[config.mk]
export PLATFORM = sky130hd
export DESIGN_NAME = vdp_cpu_port
export DESIGN_NICKNAME = d
export VERILOG_FILES = /design/src/rtl/vdp_cpu_pkg.sv /design/src/rtl/cs_glitch_filter.sv /design/src/rtl/vdp_cpu_port.sv
export SDC_FILE = /design/constraint.sdc
export NUM_CORES = 1
export LEC_CHECK = 0
export CAP_MARGIN = 20
export CORE_AREA = 2 2 84 86
export CTS_CLUSTER_DIAMETER = 100
export DETAILED_ROUTE_END_ITERATION = 8
export DIE_AREA = 0 0 86 88
export HOLD_SLACK_MARGIN = 0.08
export PLACE_DENSITY_LB_ADDON = 0.15
export REMOVE_ABC_BUFFERS = 1
export SYNTH_ARGS = -nofsm -noshare
export SYNTH_HDL_FRONTEND = slang
export SYNTH_HIERARCHICAL = 1
export SYNTH_SLANG_ARGS = --single-unit
[constraint.sdc]
create_clock -name clk -period 3.7 [get_ports clk]
set_clock_uncertainty 0.1 [all_clocks]
set_input_delay 0.74 -clock clk [delete_from_list [all_inputs] [get_ports clk]]
set_output_delay 0.74 -clock clk [all_outputs]
set_load 0.02 [all_outputs]
[src/rtl/vdp_cpu_pkg.sv]
// Shared types and widths for the VDP CPU-side bus port.
//   cpu_cmd_t   : one queued bus command {wrt, adr, data}
//   bus_state_e : strobe capture FSM states
//   iss_state_e : command issuer FSM states
package vdp_cpu_pkg;

    localparam int unsigned CMD_ADDR_W = 2;
    localparam int unsigned CMD_DATA_W = 8;
    // Filter counter width; covers FILT_LEN up to 15.
    localparam int unsigned FILT_CNT_W = 4;

    typedef struct packed {
        logic                  wrt;
        logic [CMD_ADDR_W-1:0] adr;
        logic [CMD_DATA_W-1:0] data;
    } cpu_cmd_t;

    typedef enum logic [1:0] {
        BUS_IDLE   = 2'd0,
        BUS_ACTIVE = 2'd1,
        BUS_ERR    = 2'd2
    } bus_state_e;

    typedef enum logic [1:0] {
        ISS_IDLE = 2'd0,
        ISS_REQ  = 2'd1,
        ISS_GAP  = 2'd2
    } iss_state_e;

endpackage

[src/rtl/cs_glitch_filter.sv]
// Two-flop synchroniser followed by a run-length glitch filter for one
// active-low CPU strobe.
//   clk, reset_n : clock, async active-low reset
//   raw          : asynchronous strobe from the bus pin
//   filt         : filtered level (resets high)
module cs_glitch_filter
    import vdp_cpu_pkg::*;
#(
    parameter int unsigned FILT_LEN = 3
) (
    input  logic clk,
    input  logic reset_n,
    input  logic raw,
    output logic filt
);

    logic                  sync1;
    logic                  sync2;
    logic [FILT_CNT_W-1:0] cnt;

    // Synchroniser; idles high like the strobe itself.
    always_ff @(posedge clk or negedge reset_n) begin
        if (!reset_n) begin
            sync1 <= 1'b1;
            sync2 <= 1'b1;
        end else begin
            sync1 <= raw;
            sync2 <= sync1;
        end
    end

    // Level flips only after FILT_LEN consecutive differing samples.
    always_ff @(posedge clk or negedge reset_n) begin
        if (!reset_n) begin
            filt <= 1'b1;
            cnt  <= '0;
        end else if (sync2 == filt) begin
            cnt <= '0;
        end else if (cnt == FILT_CNT_W'(FILT_LEN - 1)) begin
            filt <= sync2;
            cnt  <= '0;
        end else begin
            cnt <= cnt + FILT_CNT_W'(1);
        end
    end

endmodule

[src/rtl/vdp_cpu_port.sv]
// CPU-side bus port for the VDP: conditions csr_n/csw_n, queues one command
// per bus cycle in a FIFO, and issues them to the VDP with a req/ack handshake.
//   clk, reset_n          : clock, async active-low reset
//   csr_n, csw_n, mode, cdo : raw cartridge-bus inputs
//   cdi                   : VDP read data registered back to the CPU
//   req, wrt, adr, dbo, ack, dbi : VDP command interface
//   ovf_clr               : clears the sticky overflow/collision flags
//   overflow, collision   : sticky error flags
//   level                 : FIFO occupancy
module vdp_cpu_port
    import vdp_cpu_pkg::*;
#(
    parameter int unsigned ADDR_W     = CMD_ADDR_W,
    parameter int unsigned DATA_W     = CMD_DATA_W,
    parameter int unsigned FILT_LEN   = 3,
    parameter int unsigned FIFO_DEPTH = 4
) (
    input  logic                        clk,
    input  logic                        reset_n,
    input  logic                        csr_n,
    input  logic                        csw_n,
    input  logic [ADDR_W-1:0]           mode,
    input  logic [DATA_W-1:0]           cdo,
    output logic [DATA_W-1:0]           cdi,
    output logic                        req,
    output logic                        wrt,
    output logic [ADDR_W-1:0]           adr,
    output logic [DATA_W-1:0]           dbo,
    input  logic                        ack,
    input  logic [DATA_W-1:0]           dbi,
    input  logic                        ovf_clr,
    output logic                        overflow,
    output logic                        collision,
    output logic [$clog2(FIFO_DEPTH):0] level
);

    localparam int unsigned PTR_W = $clog2(FIFO_DEPTH);
    localparam int unsigned LVL_W = PTR_W + 1;

    logic       r_filt;
    logic       w_filt;
    bus_state_e bus_state;
    iss_state_e iss_state;

    cpu_cmd_t   mem [FIFO_DEPTH];
    logic [PTR_W-1:0] wr_ptr;
    logic [PTR_W-1:0] rd_ptr;

    logic     r_low_c, w_low_c, both_low_c, both_high_c;
    logic     push_c, pop_c, full_c, wr_en_c;
    logic     coll_set_c, ovf_set_c;
    cpu_cmd_t cmd_in_c;
    cpu_cmd_t head_c;

    cs_glitch_filter #(.FILT_LEN(FILT_LEN)) u_filt_rd (
        .clk     (clk),
        .reset_n (reset_n),
        .raw     (csr_n),
        .filt    (r_filt)
    );

    cs_glitch_filter #(.FILT_LEN(FILT_LEN)) u_filt_wr (
        .clk     (clk),
        .reset_n (reset_n),
        .raw     (csw_n),
        .filt    (w_filt)
    );

    // Strobe decode, push/pop qualification and command capture.
    always_comb begin
        r_low_c     = ~r_filt;
        w_low_c     = ~w_filt;
        both_low_c  = r_low_c & w_low_c;
        both_high_c = r_filt & w_filt;
        // BUS_IDLE is only re-entered with both strobes high, so a low here is a fall.
        push_c      = (bus_state == BUS_IDLE) && (r_low_c ^ w_low_c);
        coll_set_c  = both_low_c && (bus_state != BUS_ERR);
        pop_c       = (iss_state == ISS_REQ) && ack;
        full_c      = (level == LVL_W'(FIFO_DEPTH));
        wr_en_c     = push_c && (!full_c || pop_c);
        ovf_set_c   = push_c && full_c && !pop_c;
        cmd_in_c.wrt  = w_low_c;
        cmd_in_c.adr  = CMD_ADDR_W'(mode);
        cmd_in_c.data = CMD_DATA_W'(cdo);
        head_c        = mem[rd_ptr];
    end

    // Bus FSM: one capture per strobe cycle, collision lock-out until idle.
    always_ff @(posedge clk or negedge reset_n) begin
        if (!reset_n) begin
            bus_state <= BUS_IDLE;
        end else begin
            case (bus_state)
                BUS_IDLE: begin
                    if (both_low_c)
                        bus_state <= BUS_ERR;
                    else if (r_low_c || w_low_c)
                        bus_state <= BUS_ACTIVE;
                end
                BUS_ACTIVE: begin
                    if (both_low_c)
                        bus_state <= BUS_ERR;
                    else if (both_high_c)
                        bus_state <= BUS_IDLE;
                end
                BUS_ERR: begin
                    if (both_high_c)
                        bus_state <= BUS_IDLE;
                end
                default: bus_state <= BUS_IDLE;
            endcase
        end
    end

    // FIFO storage; contents are don't-care until written.
    always_ff @(posedge clk) begin
        if (wr_en_c)
            mem[wr_ptr] <= cmd_in_c;
    end

    // FIFO pointers and occupancy; pointers wrap naturally (power-of-2 depth).
    always_ff @(posedge clk or negedge reset_n) begin
        if (!reset_n) begin
            wr_ptr <= '0;
            rd_ptr <= '0;
            level  <= '0;
        end else begin
            if (wr_en_c)
                wr_ptr <= wr_ptr + PTR_W'(1);
            if (pop_c)
                rd_ptr <= rd_ptr + PTR_W'(1);
            if (wr_en_c && !pop_c)
                level <= level + LVL_W'(1);
            else if (!wr_en_c && pop_c)
                level <= level - LVL_W'(1);
        end
    end

    // Issuer FSM: head entry is presented but only popped once acked.
    always_ff @(posedge clk or negedge reset_n) begin
        if (!reset_n) begin
            iss_state <= ISS_IDLE;
            req       <= 1'b0;
            wrt       <= 1'b0;
            adr       <= '0;
            dbo       <= '0;
        end else begin
            case (iss_state)
                ISS_IDLE: begin
                    if (level != '0) begin
                        req       <= 1'b1;
                        wrt       <= head_c.wrt;
                        adr       <= ADDR_W'(head_c.adr);
                        dbo       <= DATA_W'(head_c.data);
                        iss_state <= ISS_REQ;
                    end
                end
                ISS_REQ: begin
                    if (ack) begin
                        req       <= 1'b0;
                        iss_state <= ISS_GAP;
                    end
                end
                ISS_GAP:  iss_state <= ISS_IDLE;
                default:  iss_state <= ISS_IDLE;
            endcase
        end
    end

    // Sticky flags; a set in the same cycle as a clear wins.
    always_ff @(posedge clk or negedge reset_n) begin
        if (!reset_n) begin
            overflow  <= 1'b0;
            collision <= 1'b0;
        end else begin
            if (ovf_set_c)
                overflow <= 1'b1;
            else if (ovf_clr)
                overflow <= 1'b0;
            if (coll_set_c)
                collision <= 1'b1;
            else if (ovf_clr)
                collision <= 1'b0;
        end
    end

    // Read data return path.
    always_ff @(posedge clk or negedge reset_n) begin
        if (!reset_n)
            cdi <= '0;
        else
            cdi <= dbi;
    end

endmodule

==> flow_metrics.py <==
metrics = {
    "critical_path": {
        "critPathArrivalTime_ns": 3.09,
        "crit_path_max_incr_delay_ns": 0.57,
        "path_cells": "inv_1, ha_1, or3b_2, a31oi_4, ha_1, inv_1, fa_1, xor2_1, nor2_1, xor2_1",
        "worstSetupEndpointType": "flip-flop",
        "worstSetupPathType": "reg -> reg",
        "cp-start-kind": "flip-flop",
        "path_buf_inv": 2,
        "cp_slowest_cell": "dfstp_2",
        "cpLargestDelayFamily": "adder cells",
        "cp_max_fo": 7,
        "cp.required_ns": 3.87,
    },
    "finish": {
        "stdcell_count": 335,
        "final_common_cell": "clkdlybuf4s50_1",
        "nets": 287,
        "layout-drive-gt1-share": 0.208,
        "layout_common_cells": "47 x clkdlybuf4s50_1, 44 x edfxtp_1, 41 x dfrtp_1",
        "antenna_cells": 0,
        "synthToLayoutAreaGrowth_pct": 21.8,
        "stdcell_area_mm2": 0.00429,
        "fill_cells": 476,
    },
    "grt": {
        "met2_usage": 0.266,
        "grt_busiest_layer": "met2",
        "grt-ovfl-total": 0,
        "grt_use_met1": 0.207,
        "grt_pass1_wl_um": 8960,
        "track_usage": 0.162,
        "use_met3": 0.0339,
        "grt_pass1_vias": 1767,
        "antenna_found_initial": 0,
        "grt_start_max_net_pins": 48,
    },
    "power": {
        "comb_power_share": 0.340,
        "leakage_uw": 0.00170,
        "netSwitchingFraction": 0.302,
        "p_clk_frac": 0.206,
        "p_int_uw": 2430,
        "finalPower_uw": 3480,
        "power.density_mw_per_mm2": 810,
        "seq_power_share": 0.454,
        "vdd_drop_max_v": 0.000464,
        "switchingPower_uw": 1050,
    },
    "synthesis": {
        "ys_seq_elements": 91,
        "synth-compound-area-share": 0.0170,
        "synth_top_family_by_area": "multiplexers",
        "yosys_warnings": 6,
        "netlist-cell-type-count": 30,
        "yosys.area_share.xor_xnor": 0.0298,
        "yosys.area_share.simple": 0.0451,
        "synth_fa_ha_area_frac": 0.0447,
        "syn_inst": 195,
        "synth_area_mm2": 0.00353,
        "synthMuxAreaShare": 0.129,
        "syn_area_per_cell_um2": 18.1,
        "synth_seq_area_share": 0.710,
    },
    "sta": {
        "post-route-min-period_ns": 2.92,
        "hold_viol_final": 0,
        "tightest_slew_ns": 0.794,
        "relSlewSlack": 0.470,
        "finalCritPeriodShare": 0.790,
        "fin_ws_ns": 0.779,
        "drv_slew": 0,
        "finalSetupViolations": 0,
        "finalSetupTns_ns": 0,
        "max_freq_mhz": 342,
        "grt_setup_unrepaired": "no",
    },
    "detailed_routing": {
        "first_pass_iters": 4,
        "avgRoutedWirePerCell_um": 16.3,
        "dr_total_vias": 1712,
        "drt-total-wl_um": 5460,
        "drt_iter0_drc": 95,
        "antenna_left": 0,
        "drc": 0,
        "viasPerCell": 5.11,
    },
    "cts": {
        "cts_buffer_depth": 2,
        "cts-root-buf": "clkbuf_8",
        "postCtsResizedCells": 0,
        "clock_latency_ns": 0.34,
        "path_clk_slew_ns": 0.09,
        "hold_buffers": 0,
        "numCtsBuffers": 9,
        "cts_sinks": 91,
        "cts_tree": "built",
        "cts_setup_buffers": 0,
        "htreeDepth": 3,
    },
    "status": {
        "outcome": "completed",
    },
    "place": {
        "dp.cells": 319,
        "dp_worst_setup_slack_ns": 0.599,
        "gp_congestion": 0.704,
        "dpl_cell_area_mm2": 0.00406,
        "dp_hpwl_um": 3620,
        "portBuffers": 48,
    },
    "floorplanning": {
        "die_w_um": 86,
        "start_util": 0.531,
        "rows": 30,
        "fp.dieH_um": 88,
        "ioPinCount": 49,
        "core_area_mm2": 0.00664,
        "die_area_mm2": 0.00757,
    },
    "min_path": {
        "hold_path_class": "in -> async",
    },
    "run": {
        "maxCapViolations": 0,
    },
}
==> cells in the mapped netlist <==
cell      count  area (um^2)
a31oi_4       1         21.3
nor2_2        2         12.5
nor2_1       10         37.5
a21o_2        1         8.76
inv_1        11         41.3
buf_12        1         20.0
buf_2         1         5.00
nand2b_1      2         12.5
xnor2_1       8         70.1
nand3_1       3         15.0
or3_1         1         6.26
edfxtp_1     44         1320
mux4_2       11          248
nand2_1       6         22.5
mux2_4       10          150
o21ai_0       2         10.0
ha_1         11          138
dfrtp_1      41         1030
xor2_1        4         35.0
and2_1        4         25.0
o22ai_1       2         12.5
and3b_1       1         8.76
buf_6         1         11.3
nor3_1        2         10.0
dfstp_2       6          158
or3b_2        1         8.76
fa_1          1         20.0
a21o_1        1         7.51
mux2_2        5         56.3
buf_4         1         7.51
==> metal layers <==
metal	vias to the layer above	share of wire
met4	0	0.016
met1	867	0.44
met5	-	0
met2	25	0.51
met3	10	0.027
li1	810	-
==> stage by stage <==
step | util | hold WS, ns
2_1_floorplan | - | 0.245
3_3_place_gp | 0.611 | 0.245
3_5_place_dp | 0.611 | 0.247
4_1_cts | 0.643 | 0.265
5_1_grt | 0.646 | 0.169
6_report | 0.646 | 0.172
==> power groups by stage <==
stage	Combinational, uW	Clock (uW)	Sequential (uW)
after global routing	1310	774	1620
after CTS	1210	738	1590
after floorplan	720	0	1670
after global placement	1180	0	1590
after detailed placement	1200	0	1610
final	1180	715	1580
==> sequential cells by signal, indices dropped and copies added (netlist names), 2 cells and up <==
register	cells
adr	2
rd_ptr	2
iss_state	2
dbo	8
mem	44
level	3
u_filt_wr/cnt	4
bus_state	2
cdi	8
u_filt_rd/cnt	4
wr_ptr	2
==> cell type report <==
class	count	area [um^2]	area share
sequential	91	2500	0.584
multi-input combinational	89	936	0.218
timing repair buffer	49	495	0.115
clock buffer	11	141	0.0329
tap	80	100	0.0233
clock inverter	4	73.8	0.0172
inverter	11	41.3	0.00962
==> kinds of logic after synthesis <==
group                      count (synthesis)
adders and majority gates                 12
AOI/OAI and AO/OA                          7
and+or+nand+nor                           32
DFF                                       91
muxes                                     26
buffers and inverters                     15
xor gates and xnor gates                  12
==> worst paths after layout <==
path                                 start               to  slack (ns)  cells after the start
max in group asynchronous          reset_n   u_filt_wr/filt        2.77                      2
min reg2reg                u_filt_wr/sync1  u_filt_wr/sync2        0.26                      0
min in group clk           u_filt_wr/sync1  u_filt_wr/sync2        0.26                      0
max                         u_filt_wr/filt         level[2]        0.78                     10
max reg2reg                 u_filt_wr/filt         level[2]        0.78                     10
min                                reset_n           cdi[1]        0.17                      1
Power figures use the tool's default switching activity.
